`src/rtl/bp_dma_to_mig_app.sv`:
```
// bsg_cache DMA to MIG DDR3 native app adapter.
// Splits a cache-block packet into app-width MIG commands and repacks data.
module bp_dma_to_mig_app #(
  parameter int addr_width_p     = 28,
  parameter int dma_data_width_p = 64,
  parameter int block_width_p    = 512,
  parameter int app_data_width_p = 128,
  parameter int app_addr_width_p = 28,
  parameter int dq_width_p       = 16
) (
  input  logic                          clk_i,
  input  logic                          reset_i,
  input  logic                          init_calib_complete_i,
  input  logic [addr_width_p:0]         dma_pkt_i,
  input  logic                          dma_pkt_v_i,
  output logic                          dma_pkt_yumi_o,
  output logic [dma_data_width_p-1:0]   dma_data_o,
  output logic                          dma_data_v_o,
  input  logic                          dma_data_ready_and_i,
  input  logic [dma_data_width_p-1:0]   dma_data_i,
  input  logic                          dma_data_v_i,
  output logic                          dma_data_yumi_o,
  output logic [app_addr_width_p-1:0]   app_addr_o,
  output logic [2:0]                    app_cmd_o,
  output logic                          app_en_o,
  input  logic                          app_rdy_i,
  output logic [app_data_width_p-1:0]   app_wdf_data_o,
  output logic [app_data_width_p/8-1:0] app_wdf_mask_o,
  output logic                          app_wdf_wren_o,
  output logic                          app_wdf_end_o,
  input  logic                          app_wdf_rdy_i,
  input  logic [app_data_width_p-1:0]   app_rd_data_i,
  input  logic                          app_rd_data_valid_i,
  input  logic                          app_rd_data_end_i
);

  localparam int R = app_data_width_p / dma_data_width_p;
  localparam int N = block_width_p / app_data_width_p;
  localparam int B = block_width_p / dma_data_width_p;
  localparam int S = app_data_width_p / dq_width_p;
  localparam int blk_off_lp = $clog2(block_width_p / 8);
  localparam int dq_sh_lp = $clog2(dq_width_p / 8);
  localparam int nw_lp = $clog2(N + 1);
  localparam int bw_lp = $clog2(B + 1);
  localparam int rw_lp = $clog2(R + 1);
  localparam logic [nw_lp-1:0] n_lp = nw_lp'(N);
  localparam logic [bw_lp-1:0] b_last_lp = bw_lp'(B - 1);
  localparam logic [rw_lp-1:0] r_last_lp = rw_lp'(R - 1);

  typedef enum logic [2:0] {
    e_calib, e_ready, e_rd_cmd, e_rd_wait,
    e_rd_send, e_wr_fill, e_wr_issue
  } state_e;

  state_e                    state_q, state_d;
  logic [addr_width_p-1:0]   base_q, base_d;
  logic [nw_lp-1:0]          cmd_cnt_q, cmd_cnt_d;
  logic [nw_lp-1:0]          rd_cnt_q, rd_cnt_d;
  logic [nw_lp-1:0]          word_cnt_q, word_cnt_d;
  logic [bw_lp-1:0]          beat_q, beat_d;
  logic [rw_lp-1:0]          wbeat_q, wbeat_d;
  logic                      cmd_done_q, cmd_done_d;
  logic                      data_done_q, data_done_d;
  logic [block_width_p-1:0]  buf_q, buf_d;
  logic [app_data_width_p-1:0] wdata_q, wdata_d;
  logic [nw_lp-1:0]          word_idx;
  logic                      rd_capture;
  logic                      unused;

  assign unused = ^{app_rd_data_end_i, dma_pkt_i[blk_off_lp-1:0]};

  assign word_idx = (state_q == e_wr_issue) ? word_cnt_q : cmd_cnt_q;
  assign app_addr_o = app_addr_width_p'(base_q >> dq_sh_lp)
                    + app_addr_width_p'(word_idx) * app_addr_width_p'(S);
  assign app_cmd_o = (state_q == e_wr_issue) ? 3'b000 : 3'b001;
  assign app_en_o = (state_q == e_rd_cmd)
                  | ((state_q == e_wr_issue) & ~cmd_done_q);
  assign app_wdf_wren_o = (state_q == e_wr_issue) & ~data_done_q;
  assign app_wdf_end_o = app_wdf_wren_o;
  assign app_wdf_mask_o = '0;
  assign app_wdf_data_o = wdata_q;
  assign dma_pkt_yumi_o = (state_q == e_ready) & dma_pkt_v_i;
  assign dma_data_yumi_o = (state_q == e_wr_fill) & dma_data_v_i;
  assign dma_data_v_o = (state_q == e_rd_send);
  assign dma_data_o = buf_q[beat_q*dma_data_width_p +: dma_data_width_p];

  // MIG read return has no back-pressure, so capture whenever a read is open
  assign rd_capture = app_rd_data_valid_i & (rd_cnt_q < n_lp)
                    & ((state_q == e_rd_cmd) | (state_q == e_rd_wait));

  always_comb begin
    state_d     = state_q;
    base_d      = base_q;
    cmd_cnt_d   = cmd_cnt_q;
    rd_cnt_d    = rd_cnt_q;
    word_cnt_d  = word_cnt_q;
    beat_d      = beat_q;
    wbeat_d     = wbeat_q;
    cmd_done_d  = cmd_done_q;
    data_done_d = data_done_q;
    buf_d       = buf_q;
    wdata_d     = wdata_q;
    if (rd_capture) begin
      buf_d[rd_cnt_q*app_data_width_p +: app_data_width_p] = app_rd_data_i;
      rd_cnt_d = rd_cnt_q + nw_lp'(1);
    end
    unique case (state_q)
      e_calib: begin
        if (init_calib_complete_i) state_d = e_ready;
      end
      e_ready: begin
        if (dma_pkt_v_i) begin
          base_d = {dma_pkt_i[addr_width_p-1:blk_off_lp],
                    {blk_off_lp{1'b0}}};
          cmd_cnt_d   = '0;
          rd_cnt_d    = '0;
          word_cnt_d  = '0;
          beat_d      = '0;
          wbeat_d     = '0;
          cmd_done_d  = 1'b0;
          data_done_d = 1'b0;
          state_d = dma_pkt_i[addr_width_p] ? e_wr_fill : e_rd_cmd;
        end
      end
      e_rd_cmd: begin
        if (app_rdy_i) cmd_cnt_d = cmd_cnt_q + nw_lp'(1);
        if (rd_cnt_d == n_lp) state_d = e_rd_send;
        else if (cmd_cnt_d == n_lp) state_d = e_rd_wait;
      end
      e_rd_wait: begin
        if (rd_cnt_d == n_lp) state_d = e_rd_send;
      end
      e_rd_send: begin
        if (dma_data_ready_and_i) begin
          if (beat_q == b_last_lp) begin
            beat_d  = '0;
            state_d = e_ready;
          end else begin
            beat_d = beat_q + bw_lp'(1);
          end
        end
      end
      e_wr_fill: begin
        if (dma_data_v_i) begin
          wdata_d[wbeat_q*dma_data_width_p +: dma_data_width_p] = dma_data_i;
          if (wbeat_q == r_last_lp) begin
            wbeat_d = '0;
            state_d = e_wr_issue;
          end else begin
            wbeat_d = wbeat_q + rw_lp'(1);
          end
        end
      end
      e_wr_issue: begin
        cmd_done_d  = cmd_done_q | app_rdy_i;
        data_done_d = data_done_q | app_wdf_rdy_i;
        if (cmd_done_d & data_done_d) begin
          cmd_done_d  = 1'b0;
          data_done_d = 1'b0;
          word_cnt_d  = word_cnt_q + nw_lp'(1);
          state_d = (word_cnt_d == n_lp) ? e_ready : e_wr_fill;
        end
      end
      default: state_d = e_calib;
    endcase
  end

  always_ff @(posedge clk_i) begin
    if (reset_i) begin
      state_q     <= e_calib;
      base_q      <= '0;
      cmd_cnt_q   <= '0;
      rd_cnt_q    <= '0;
      word_cnt_q  <= '0;
      beat_q      <= '0;
      wbeat_q     <= '0;
      cmd_done_q  <= 1'b0;
      data_done_q <= 1'b0;
    end else begin
      state_q     <= state_d;
      base_q      <= base_d;
      cmd_cnt_q   <= cmd_cnt_d;
      rd_cnt_q    <= rd_cnt_d;
      word_cnt_q  <= word_cnt_d;
      beat_q      <= beat_d;
      wbeat_q     <= wbeat_d;
      cmd_done_q  <= cmd_done_d;
      data_done_q <= data_done_d;
    end
  end

  always_ff @(posedge clk_i) begin
    buf_q   <= buf_d;
    wdata_q <= wdata_d;
  end

endmodule
```
`config.mk`:
```
export PLATFORM = sky130hd
export DESIGN_NAME = bp_dma_to_mig_app
export DESIGN_NICKNAME = d
export VERILOG_FILES = /design/src/rtl/bp_dma_to_mig_app.sv
export SDC_FILE = /design/constraint.sdc
export NUM_CORES = 1
export LEC_CHECK = 0
export CAP_MARGIN = 20
export CORE_UTILIZATION = 55
export CTS_CLUSTER_SIZE = 25
export DETAILED_ROUTE_END_ITERATION = 10
export PLACE_DENSITY = 0.89
export SYNTH_ARGS = -nofsm -noshare
export SYNTH_HDL_FRONTEND = slang
export SYNTH_SLANG_ARGS = --single-unit
```
`constraint.sdc`:
```
create_clock -name clk_i -period 44.7 [get_ports clk_i]
set_clock_uncertainty 0.1 [all_clocks]
set_input_delay 8.94 -clock clk_i [delete_from_list [all_inputs] [get_ports clk_i]]
set_output_delay 8.94 -clock clk_i [all_outputs]
set_load 0.01 [all_outputs]
```
### After elaboration in Yosys (flattened, before gate mapping)

Index checks and enable logic that the tools add are counted.

| cells by class | value |
|---|---|
| $add $sub $neg | 8 |
| magnitude comparators | 1 |
| equal/unequal tests | 20 |
| shifts and indexed selects | 5 |
| multiplexer cells | 39 |
| bitwise gates (word level) | 13 |
| reduce and logical (&&, ||, !) cells | 13 |

Operators with widths:

| cell | count |
|---|---|
| $bwmux 512 | 1 |
| $shift 128x34->512 const A | 1 |
| $shiftx 128x34->512 | 1 |
| $shiftx 512x11->64 | 1 |
| $bwmux 128 | 1 |
| $shift 64x34->128 const A | 1 |
| $shiftx 64x34->128 | 1 |
| $mux 3 | 20 |
| $neg 10->34 | 1 |
| $neg 8->34 | 1 |
| $add 27x6->28 | 1 |
| $pmux 3 s7 | 1 |
| $eq 3x3->1 const B | 6 |
| $mux 4 | 3 |
| $pmux 3 s2 | 2 |
| $ne 2x1->1 const B | 5 |
| $add 3x1->3 const B | 3 |
| $reduce_and 3->1 | 3 |
| $reduce_and 9->1 | 1 |
| $pmux 4 s2 | 1 |
| $reduce_and 2->1 | 4 |
| $reduce_bool 2->1 | 4 |
| $and 1x1->1 | 7 |
| $eq 3x2->1 const B | 2 |
| other kinds (15) | 27 |

| storage, ports and cells | value |
|---|---|
| flip-flop bits (word level) | 682 |
| bits of input ports | 231 |
| output and inout bits | 245 |
| logic and storage cells | 110 |

### Depth between registers and ports, before layout

| logic depth | value |
|---|---|
| depth after elaboration | 7 |
| depth in mapped cells | 11 |
| mapped depth without buffers | 9 |

### Least setup slack after synthesis

Ideal clock, no wire load.

| timing | value |
|---|---|
| path kind | in2reg |
| from | input port app_rd_data_valid_i |
| to | register buf_q[256], enable pin |
| library setup time | 0.930 ns |
| arrival | 21.351 ns |
| required time | 43.670 ns |
| setup slack | 22.319 ns |
| stages on the path | 3 |
| path buffers | 0 |
| cells stage by stage | and4bb_4 nand2b_1 nor4_1 |

| on the way | value |
|---|---|
| word-level cells in the longest chain between the ends | 2 |

Ends and longest elaborated chain:

| what | line | source |
|---|---|---|
| start: declaration | 33 | `input logic app_rd_data_valid_i,` |
| $and 1x1->1 | 88 | `assign rd_capture = app_rd_data_valid_i & (rd_cnt_q < n_lp)` |
| $and 1x1->1 | 89 | `& ((state_q == e_rd_cmd) \| (state_q == e_rd_wait));` |
| end signal: assignment | 193 | `buf_q <= buf_d;` |
| end: declaration | 64 | `logic [block_width_p-1:0] buf_q, buf_d;` |

No other way between the ends.
A chain may end at the register's enable or synchronous reset.

### Final worst setup path

| timing | value |
|---|---|
| from | input port dma_pkt_v_i |
| to | output port dma_pkt_yumi_o |

| on the way | value |
|---|---|
| word-level cells in the longest chain between the ends | 1 |

Ends and longest elaborated chain:

| what | line | source |
|---|---|---|
| start: declaration | 15 | `input logic dma_pkt_v_i,` |
| $and 1x1->1 | 82 | `assign dma_pkt_yumi_o = (state_q == e_ready) & dma_pkt_v_i;` |
| end: declaration | 16 | `output logic dma_pkt_yumi_o,` |

No other way between the ends.

==> results.sh <==
export IMPL_outcome="finished, final reports clean"
export IMPL_grt_pass1_wl_mm=114
export IMPL_cts_hold_fix_buffers=0
export IMPL_vias=18586
export IMPL_track_usage_pct=27.2
export IMPL_cts_sinks=682
export IMPL_area_delta_synth_final_pct=24.1
export IMPL_cts_setup_buffers=0
export IMPL_place_port_buffers=447
export IMPL_drv_cap=0
export IMPL_finalWorstPathRequiredPeriod_ns=20.34
export IMPL_ios=476
export IMPL_die_x_microns=237
export IMPL_die_area_sq_um=56000
export IMPL_async_flop_share_pct=0
export IMPL_drc=0
export IMPL_synth_distinct_cells=58
export IMPL_cp_required_ns=35.66
export IMPL_grt_pass1_vias=19279
export IMPL_syn_inst=2017
export IMPL_power_density_nw_per_um2=42.5
export IMPL_yosysSeqAreaShare_pct=66.2
export IMPL_clock_latency_ns=0.61
export IMPL_final_cell_mix="edfxtp_1 (640), and2_1 (505), clkdlybuf4s50_1 (447)"
export IMPL_hpwl_mm=46.7
export IMPL_yosys_warnings=0
export IMPL_viasPerCell=5.85
export IMPL_die_h_microns=237
export IMPL_detail_route_first_pass_iterations=5
export IMPL_synth_main_ff_cell="edfxtp_1"
export IMPL_fin_util_pct=69.5
export IMPL_synth_edf_count=640
export IMPL_ir_worst_vdd_mv=0.0372
export IMPL_grt_util_met1_pct=32.4
export IMPL_hold_path_class="flip-flop to flip-flop"
export IMPL_final_common_cell="edfxtp_1"
export IMPL_met3_usage_pct=6.11
export IMPL_cts_root_buf="clkbuf_16"
export IMPL_place_area_sq_um=35200
export IMPL_slew_violations=0
export IMPL_final_nets=2663
export IMPL_power_leakage_nw=12.7
export IMPL_initial_core_util_pct=56.0
export IMPL_hold_violations=0
export IMPL_grt_max_degree=103
export IMPL_rsz0062_at_grt="no"
export IMPL_syn_area_per_cell_sq_um=15.0
export IMPL_numCtsBuffers=71
export IMPL_fin_crit_sh_pct=45.5
export IMPL_setup_violations=0
export IMPL_critPathCaptureType="output port"
export IMPL_synthesis_area_sq_um=30300
export IMPL_synth_seq_cells=682
export IMPL_row_count=85
export IMPL_ff2ff_setup_slack_ns=40.32
export IMPL_tightest_slew_ns=1.09
export IMPL_path_class="input pin to output port"
export IMPL_dp_cells=3038
export IMPL_cts_resized=0
export IMPL_worstSetupStartpointType="input pin"
export IMPL_arrival_ns=11.30
export IMPL_drive_gt1_share_pct=11.8
export IMPL_ant_nets=0
export IMPL_tritoncts="yes"
export IMPL_use_met2_pct=47.3
export IMPL_finalWirelength_mm=76.1
export IMPL_total_power_mw=1.60
export IMPL_cp_max_fo=30
export IMPL_htree_levels=3
export IMPL_wl_per_cell_microns=24.0
export IMPL_tns_ns=0
export IMPL_core_area_sq_um=54100
export IMPL_busiest_layer="met2"
export IMPL_grt_overflow_total=0
export IMPL_max_slew_margin_rel_pct=27.3
export IMPL_instances_no_fill=3177
export IMPL_path_clk_slew_ns=0.05
export IMPL_grt_antenna_before_repair=14
export IMPL_initialDrtViolationCount=1660
export IMPL_design_area_sq_um=37600
export IMPL_cts_max_path_buffers=3
export IMPL_place_gp_congestion=0.898
export IMPL_clock_fmax_mhz=49.2
-- cells in the mapped netlist (2+ instances only) --
cell type  instances  area share [%]
xnor2_1           16            0.46
a21oi_1           34            0.56
nor3_1             9            0.15
buf_2             35            0.58
nand4_1            4           0.083
edfxtp_1         640              63
ha_1              14            0.58
or3_1              2           0.041
a311oi_1           2           0.058
inv_1             11            0.14
mux2i_1           67             2.2
nand2_1           60            0.74
and3_1           143             3.0
xor2_1             5            0.14
a22oi_1            5            0.12
nand2b_1           6            0.12
dfxtp_1           42             2.8
nor2_1            97             1.2
a21o_1             2           0.050
mux4_2           128             9.5
nand3b_1           7            0.17
nand3_1           11            0.18
o21ai_0            5           0.083
and4_1             2           0.058
and2_1           507              10
clkbuf_1          93             1.2
mux2_2             3            0.11
buf_4             24            0.59
buf_1              5           0.062
buf_6             10            0.37
-- sequential cells by signal, indices dropped and copies added (netlist names) --
| signal | flops |
|---|---|
| app_wdf_data_o | 128 |
| base_q | 22 |
| beat_q | 4 |
| buf_q | 512 |
| cmd_cnt_q | 3 |
| cmd_done_q | 1 |
| data_done_q | 1 |
| rd_cnt_q | 3 |
| state_q | 3 |
| wbeat_q | 2 |
| word_cnt_q | 3 |
-- stage by stage --
step                hold WS [ns]  setup slack (ns)
floorplan                  0.336             22.32
global placement           0.348             24.48
CTS                        0.360             24.41
global route               0.372             24.28
detailed placement         0.353             24.41
finish                     0.357             24.36
-- final cells by class --
cell class | count | area (sq um)
inverters | 12 | 45.0
diodes | 7 | 17.5
flip-flops and latches | 682 | 20100
fillers | 3349 | 16500
multi-input cells | 1175 | 9500
clock buffers | 85 | 1890
clock inverters | 44 | 474
repair buffers | 476 | 4740
well taps | 696 | 871
-- worst max-delay path, cell delays in order --
cell and delay (ns):
clkdlybuf4s50_1 0.53, nand3b_2 0.49, inv_2 0.68, clkdlybuf4s50_1 0.65
-- metal layers --
layer	share of wire, %	wire length [microns]	up-vias
li1	-	-	8166
met1	36	27400	9308
met2	52	39600	929
met3	7.9	6050	167
met4	3.9	2930	16
met5	0.14	105	-
-- final timing paths --
kind | from | end | depth (start not counted)
hold / removal | base_q[21] | base_q[21] | 2
setup reg to reg | rd_cnt_q[0] | buf_q[223] | 7
hold reg to reg | base_q[21] | base_q[21] | 2
setup / recovery | dma_pkt_v_i | dma_pkt_yumi_o | 4
-- power breakdown --
part | total (mW) | switching [mW] | internal, mW
combinational | 0.252 | 0.136 | 0.115
sequential | 0.750 | 0.0165 | 0.733
clock | 0.597 | 0.246 | 0.351
-- cell families after synthesis --
family,count (synthesis),synth area share [%]
AO/OA/AOI/OAI,59,1.19
XOR/XNOR,21,0.607
adder cells (fa/ha/maj),14,0.578
buffers and inverters,180,2.92
flip-flops,682,66.2
multiplexers,198,11.8
other,1,0.0124
AND/OR/NAND/NOR,862,16.6
Note: power is estimated with default switching activity, not from simulation.
